### src/rtl/morse_pkg.sv
// Shared types, command constants and the Morse pattern decoder used by the
// character sequencer and its command FIFO.
package morse_pkg;

  localparam int MAX_SYM = 6;

  typedef enum logic [1:0] {
    CMD_CHAR    = 2'd0,
    CMD_NEWLINE = 2'd1,
    CMD_CLEAR   = 2'd2
  } cmd_kind_t;

  typedef enum logic [1:0] {
    S_IDLE = 2'd0,
    S_SEP  = 2'd1,
    S_WRAP = 2'd2
  } sched_state_t;

  localparam logic [7:0] ASCII_SPACE   = 8'h20;
  localparam logic [7:0] ASCII_NL      = 8'h0A;
  localparam logic [7:0] ASCII_UNKNOWN = 8'h3F;

  // bits holds the pattern right-aligned, first symbol most significant,
  // dot=0 dash=1; anything outside A-Z / 0-9 maps to '?'.
  function automatic logic [7:0] morse_decode(input logic [2:0] len,
                                              input logic [MAX_SYM-1:0] bits);
    logic [7:0] c;
    c = ASCII_UNKNOWN;
    case (len)
      3'd1: c = bits[0] ? "T" : "E";
      3'd2:
        case (bits[1:0])
          2'b00: c = "I";
          2'b01: c = "A";
          2'b10: c = "N";
          default: c = "M";
        endcase
      3'd3:
        case (bits[2:0])
          3'b000: c = "S";
          3'b001: c = "U";
          3'b010: c = "R";
          3'b011: c = "W";
          3'b100: c = "D";
          3'b101: c = "K";
          3'b110: c = "G";
          default: c = "O";
        endcase
      3'd4:
        case (bits[3:0])
          4'b0000: c = "H";
          4'b0001: c = "V";
          4'b0010: c = "F";
          4'b0100: c = "L";
          4'b0110: c = "P";
          4'b0111: c = "J";
          4'b1000: c = "B";
          4'b1001: c = "X";
          4'b1010: c = "C";
          4'b1011: c = "Y";
          4'b1100: c = "Z";
          4'b1101: c = "Q";
          default: c = ASCII_UNKNOWN;
        endcase
      3'd5:
        case (bits[4:0])
          5'b11111: c = "0";
          5'b01111: c = "1";
          5'b00111: c = "2";
          5'b00011: c = "3";
          5'b00001: c = "4";
          5'b00000: c = "5";
          5'b10000: c = "6";
          5'b11000: c = "7";
          5'b11100: c = "8";
          5'b11110: c = "9";
          default:  c = ASCII_UNKNOWN;
        endcase
      default: c = ASCII_UNKNOWN;
    endcase
    return c;
  endfunction

endpackage

### src/rtl/morse_char_sequencer_fifo.sv
// First-word-fall-through command FIFO; a flush may coincide with a push,
// in which case the pushed entry becomes the only one left.
module morse_cmd_fifo #(
  parameter int DEPTH = 8,
  parameter int WIDTH = 10
) (
  input  logic                     clk,
  input  logic                     rst,
  input  logic                     flush,
  input  logic                     push,
  input  logic [WIDTH-1:0]         push_data,
  input  logic                     pop,
  output logic [WIDTH-1:0]         head,
  output logic                     valid,
  output logic                     full,
  output logic [$clog2(DEPTH):0]   level
);

  localparam int AW = $clog2(DEPTH);
  localparam logic [AW:0] FULL_LVL = DEPTH[AW:0];
  localparam logic [AW:0] ONE      = {{AW{1'b0}}, 1'b1};

  logic [WIDTH-1:0] mem [DEPTH];
  logic [AW:0]      wr_ptr;
  logic [AW:0]      rd_ptr;
  logic             do_push;
  logic             do_pop;

  assign level   = wr_ptr - rd_ptr;
  assign valid   = (wr_ptr != rd_ptr);
  assign full    = (level == FULL_LVL);
  assign do_pop  = pop & valid;
  assign do_push = push & (~full | do_pop);
  assign head    = mem[rd_ptr[AW-1:0]];

  always_ff @(posedge clk) begin
    if (rst) begin
      wr_ptr <= '0;
      rd_ptr <= '0;
    end else if (flush) begin
      rd_ptr <= '0;
      wr_ptr <= push ? ONE : '0;
    end else begin
      if (do_push) wr_ptr <= wr_ptr + ONE;
      if (do_pop)  rd_ptr <= rd_ptr + ONE;
    end
  end

  always_ff @(posedge clk) begin
    if (flush & push)
      mem[0] <= push_data;
    else if (!flush && do_push)
      mem[wr_ptr[AW-1:0]] <= push_data;
  end

endmodule

### src/rtl/morse_char_sequencer.sv
// Turns classified Morse pulses into CHAR / NEWLINE / CLEAR display commands
// and queues them for the display writer.
//
// state  | meaning
// S_IDLE | accepting gaps; letters and direct separators are pushed here
// S_SEP  | letter was just flushed, space or newline push is pending
// S_WRAP | line reached LINE_LEN, automatic newline push is pending
module morse_char_sequencer
  import morse_pkg::*;
#(
  parameter int MAX_SYMBOLS = 6,
  parameter int FIFO_DEPTH  = 8,
  parameter int LINE_LEN    = 16
) (
  input  logic                          clk,
  input  logic                          rst,
  input  logic                          new_dot,
  input  logic                          new_dash,
  input  logic                          gap_letter,
  input  logic                          gap_word,
  input  logic                          gap_line,
  input  logic                          long_press_clear,
  output logic                          out_valid,
  input  logic                          out_ready,
  output logic [1:0]                    out_kind,
  output logic [7:0]                    out_code,
  output logic [$clog2(FIFO_DEPTH):0]   fifo_level,
  output logic                          drop_err
);

  localparam int COL_W = $clog2(LINE_LEN + 1);
  localparam logic [COL_W-1:0] COL_END = LINE_LEN[COL_W-1:0];
  localparam logic [2:0]       LEN_MAX = MAX_SYMBOLS[2:0];

  sched_state_t            state, state_nxt;
  logic [2:0]              len;
  logic [MAX_SYMBOLS-1:0]  bits;
  logic                    ovf;
  logic [COL_W-1:0]        col, col_nxt, col_inc;
  logic                    sep_nl, sep_nl_nxt;
  logic                    flush_acc;

  logic                    push;
  cmd_kind_t               push_kind;
  logic [7:0]              push_code;
  logic [7:0]              letter_code;
  logic [9:0]              head;
  logic                    fifo_full;
  logic                    pop;

  logic [2:0]              len_b;
  logic [MAX_SYMBOLS-1:0]  bits_b;
  logic                    ovf_b;

  assign letter_code = ovf ? ASCII_UNKNOWN : morse_decode(len, MAX_SYM'(bits));
  assign col_inc     = col + 1'b1;
  assign pop         = out_valid & out_ready;

  always_comb begin
    push       = 1'b0;
    push_kind  = CMD_CHAR;
    push_code  = 8'h00;
    col_nxt    = col;
    state_nxt  = state;
    sep_nl_nxt = sep_nl;
    flush_acc  = 1'b0;
    if (long_press_clear) begin
      push      = 1'b1;
      push_kind = CMD_CLEAR;
      col_nxt   = '0;
      state_nxt = S_IDLE;
      flush_acc = 1'b1;
    end else begin
      case (state)
        S_IDLE: begin
          if ((gap_line || gap_word || gap_letter) && len != 3'd0) begin
            push      = 1'b1;
            push_code = letter_code;
            col_nxt   = col_inc;
            flush_acc = 1'b1;
            if (gap_line || gap_word) begin
              state_nxt  = S_SEP;
              sep_nl_nxt = gap_line;
            end else if (col_inc == COL_END) begin
              state_nxt = S_WRAP;
            end
          end else if (gap_line) begin
            push      = 1'b1;
            push_kind = CMD_NEWLINE;
            push_code = ASCII_NL;
            col_nxt   = '0;
          end else if (gap_word && col != '0) begin
            push      = 1'b1;
            push_code = ASCII_SPACE;
            col_nxt   = col_inc;
            if (col_inc == COL_END) state_nxt = S_WRAP;
          end
        end
        S_SEP: begin
          // A wrap owed by the flushed letter doubles as the word separator.
          if (sep_nl || col == COL_END) begin
            push      = 1'b1;
            push_kind = CMD_NEWLINE;
            push_code = ASCII_NL;
            col_nxt   = '0;
            state_nxt = S_IDLE;
          end else if (col == '0) begin
            state_nxt = S_IDLE;
          end else begin
            push      = 1'b1;
            push_code = ASCII_SPACE;
            col_nxt   = col_inc;
            state_nxt = (col_inc == COL_END) ? S_WRAP : S_IDLE;
          end
        end
        S_WRAP: begin
          push      = 1'b1;
          push_kind = CMD_NEWLINE;
          push_code = ASCII_NL;
          col_nxt   = '0;
          state_nxt = S_IDLE;
        end
        default: state_nxt = S_IDLE;
      endcase
    end
  end

  // A symbol in the same cycle as a flush starts the next letter.
  always_comb begin
    len_b  = flush_acc ? 3'd0 : len;
    bits_b = flush_acc ? '0 : bits;
    ovf_b  = flush_acc ? 1'b0 : ovf;
  end

  always_ff @(posedge clk) begin
    if (rst) begin
      state    <= S_IDLE;
      col      <= '0;
      sep_nl   <= 1'b0;
      len      <= 3'd0;
      bits     <= '0;
      ovf      <= 1'b0;
      drop_err <= 1'b0;
    end else begin
      state  <= state_nxt;
      col    <= col_nxt;
      sep_nl <= sep_nl_nxt;
      if ((new_dot || new_dash) && len_b == LEN_MAX) begin
        len  <= len_b;
        bits <= bits_b;
        ovf  <= 1'b1;
      end else if (new_dot || new_dash) begin
        len  <= len_b + 3'd1;
        bits <= {bits_b[MAX_SYMBOLS-2:0], new_dash};
        ovf  <= ovf_b;
      end else begin
        len  <= len_b;
        bits <= bits_b;
        ovf  <= ovf_b;
      end
      if (long_press_clear)
        drop_err <= 1'b0;
      else if (push && fifo_full && !pop)
        drop_err <= 1'b1;
    end
  end

  morse_cmd_fifo #(
    .DEPTH (FIFO_DEPTH),
    .WIDTH (10)
  ) u_fifo (
    .clk       (clk),
    .rst       (rst),
    .flush     (long_press_clear),
    .push      (push),
    .push_data ({push_kind, push_code}),
    .pop       (pop),
    .head      (head),
    .valid     (out_valid),
    .full      (fifo_full),
    .level     (fifo_level)
  );

  assign out_kind = out_valid ? head[9:8] : 2'd0;
  assign out_code = out_valid ? head[7:0] : 8'h00;

endmodule

### config.mk
export PLATFORM = sky130hd
export DESIGN_NAME = morse_char_sequencer
export DESIGN_NICKNAME = d
export VERILOG_FILES = /design/src/rtl/morse_pkg.sv /design/src/rtl/morse_char_sequencer_fifo.sv /design/src/rtl/morse_char_sequencer.sv
export SDC_FILE = /design/constraint.sdc
export NUM_CORES = 1
export LEC_CHECK = 0
export ABC_CLOCK_PERIOD_IN_PS = 4400
export BUFFER_PORTS_ARGS = -buffer_cell sky130_fd_sc_hd__buf_2
export CELL_PAD_IN_SITES_DETAIL_PLACEMENT = 1
export CELL_PAD_IN_SITES_GLOBAL_PLACEMENT = 1
export CORE_MARGIN = 10
export CORE_UTILIZATION = 30
export CTS_CLUSTER_SIZE = 25
export DETAILED_ROUTE_END_ITERATION = 8
export GPL_TIMING_DRIVEN = 1
export HOLD_SLACK_MARGIN = 0.06
export PLACE_DENSITY = 0.55
export SYNTH_ARGS = -nofsm -noshare
export SYNTH_HDL_FRONTEND = slang
export SYNTH_SLANG_ARGS = --single-unit
### constraint.sdc
create_clock -name clk -period 4.4 [get_ports clk]
set_input_delay 0.66 -clock clk [delete_from_list [all_inputs] [get_ports clk]]
set_output_delay 0.66 -clock clk [all_outputs]
set_load 0.02 [all_outputs]
==> metrics.txt <==
Design Area, Final=0.006427 mm²; Syn Area/Cell=11.50 µm²; DR pass1 iterations=4; Multi-input gate area=0.002550 mm²; DRC viols=0; simple-gate share of the synthesized area=12.76%; CORE AREA=0.01877 mm²; global route overflow=0; crit-path cells=buf_2 -> or3_4 -> a31oi_1 -> and2_1 -> ha_1 -> nand3b_1 -> o21ai_0 -> o22a_1 -> inv_1 -> ha_1 -> inv_1 -> o311ai_0 -> a32oi_1 -> o211a_1; crit-path max FO=11; post-route ant nets=0; Port Buf Inserts=23; Post-DP Area=0.006127 mm²; met2 wire length=7.301 mm; Clk pin slew, worst setup/hold paths=0.08 ns; Total GRT Usage=12.25%; Yosys cell types=74; status=finished clean; Leak=2.280 nW; Slew Limit Fails=0; Worst Max-Slew Pin Slew=1.047 ns; detailed-placement wirelength estimate=10.47 mm; largest net degree at the start of global routing=22; Max-Cap Viols=0; Clock Latency Late Sink=0.37 ns; Ports=25; adder-cell area share of the yosys netlist=4.939%; CTS tree=yes; Overall Power=2.302 mW; share of layout cells above drive strength 1=18.39%; slowest stage delay, CP=0.44 ns; Resized cells post-CTS=0; Worst setup SP type=input pin; final cycle utilization of the critical path=81.12%; die area=0.02501 mm²; sequential-to-total area share from yosys stat=51.75%; Post-CTS Setup Bufs=0; first-pass GRT wire length=23.75 mm; Setup crit end kind=flip-flop; Synth Flop Type=edfxtp_1; initial antenna violation count=0; # H-tree levels=3; top-count cell post-synth=edfxtp_1; fillers=2,091; via count=4,021; mux cell area share after synthesis=10.49%; Placed Cells=740; area grow syn2layout=12.26%; Synth top cells by count=edfxtp_1, nor2_1, dfxtp_1; FF+latch count, synth=112; cell taking the most area after synthesis=edfxtp_1; Worst path slowest cell=or3_4; TritonCTS Buffers=9; n_diodes=0; die height=158.2 µm; crit path kind=input pin to flip-flop; CTS Root Cell=clkbuf_16; WP data required=4.70 ns; hold-fix buffers at CTS=0; Synthesis Warnings=0; ys async rst share=0%; HP Class=flip-flop to flip-flop; Max-slew headroom=29.24%; final clock skew=0.01302 ns; crit path DAT=3.87 ns; CTS Buffer Depth=2; gpl congestion=0.8664; Initial Utilization=30.51%; synthesized area=0.005725 mm²; top layer in use=met4; Initial DRC Count=214; CTS sink cnt=112; Hold Fails Final Rpt=0; number of synthesized flops with an enable pin=72; register area=0.002963 mm²; RSZ-0062 raised after global routing=no; post-synthesis compound-gate area fraction=14.18%; die extent in x=158.2 µm; combinational family with the most area after synthesis=compound AO/OA/AOI/OAI gates; pwr dens=358.1 mW/mm²; syn nets=529; vias in the first global route=4,271; Synth area leaders=edfxtp_1, dfxtp_1, mux4_2; Post-Synthesis Cells=498; Setup TNS Final=0 ns; Rows=50; DR WL/cell=19.38 µm; wl on met1=6.674 mm; final core utilization=34.25%; Final setup violation count=0; post-DR vias/cell=5.319; peak supply drop=0.1987 mV; Synth Area in XOR/XNOR=1.530%; minimum clock period=3.569 ns; Finished Layout Cells=756; area fraction of the dominant cell type after synthesis=37.76%; WL met3=473 µm; Max Fclk=280.2 MHz; Post-layout nets=548; WL final=14.65 mm
==> final cells by class <==
cell class	count	area share [%]
clock buffers	9	3.504
clock inverters	7	1.168
inverters	27	1.577
multi-input cells	330	39.67
flip-flops and latches	112	46.10
well taps	234	4.555
repair buffers	37	3.426
==> stage by stage <==
stage | worst slack, ns | hold WS, ns
global placement | 0.5945 | 0.4457
detailed placement | 0.4594 | 0.4822
floorplan | 0.8613 | 0.4376
CTS | 0.8251 | 0.5018
finish | 0.8306 | 0.4858
global route | 0.5057 | 0.5618
==> critical path: cells and delay by family <==
| kind | cells | cell delay, ns |
|---|---|---|
| buffers and inverters | 3 | 0.43 |
| adder cells (fa/ha/maj) | 2 | 0.54 |
| AO/OA/AOI/OAI | 6 | 1.44 |
| AND/OR/NAND/NOR | 3 | 0.80 |
==> power by group <==
part / total [mW] / switching [mW] / internal (mW)
logic: 0.303 / 0.193 / 0.110
clock network: 0.824 / 0.422 / 0.403
registers: 1.17 / 0.0213 / 1.15
==> per-layer routing <==
metal	vias up	track usage [%]
met4	0	3.838
met2	59	20.88
met1	2023	15.19
met3	12	2.442
li1	1927	-
met5	-	0
==> placed cells by master, fill, tap and decap left out, drive strengths merged, types with 15 or more instances in the layout <==
cell type,synthesis,layout
mux2i,15,15
ha,21,21
buf,20,37
mux4,18,18
edfxtp,72,72
nand2,24,24
nor2,41,41
a21oi,33,33
inv,27,30
dfxtp,40,40
o21ai,26,26
==> logic make-up after synthesis <==
family,Yosys count
AOI/OAI and AO/OA,120
buffers and inverters,56
other,1
and+or+nand+nor,140
DFF,112
muxes,37
xor gates and xnor gates,10
adders and majority gates,22
==> path summary, 6_finish.rpt <==
path | from | end | slack (ns) | cells past startpoint
max | gap_line | flip-flop | 0.83 | 14
min | drop_err | drop_err | 0.49 | 2
min reg2reg | drop_err | drop_err | 0.49 | 2
max reg2reg | len[0] | flip-flop | 0.85 | 13
Note: power is estimated with default switching activity, not from simulation.
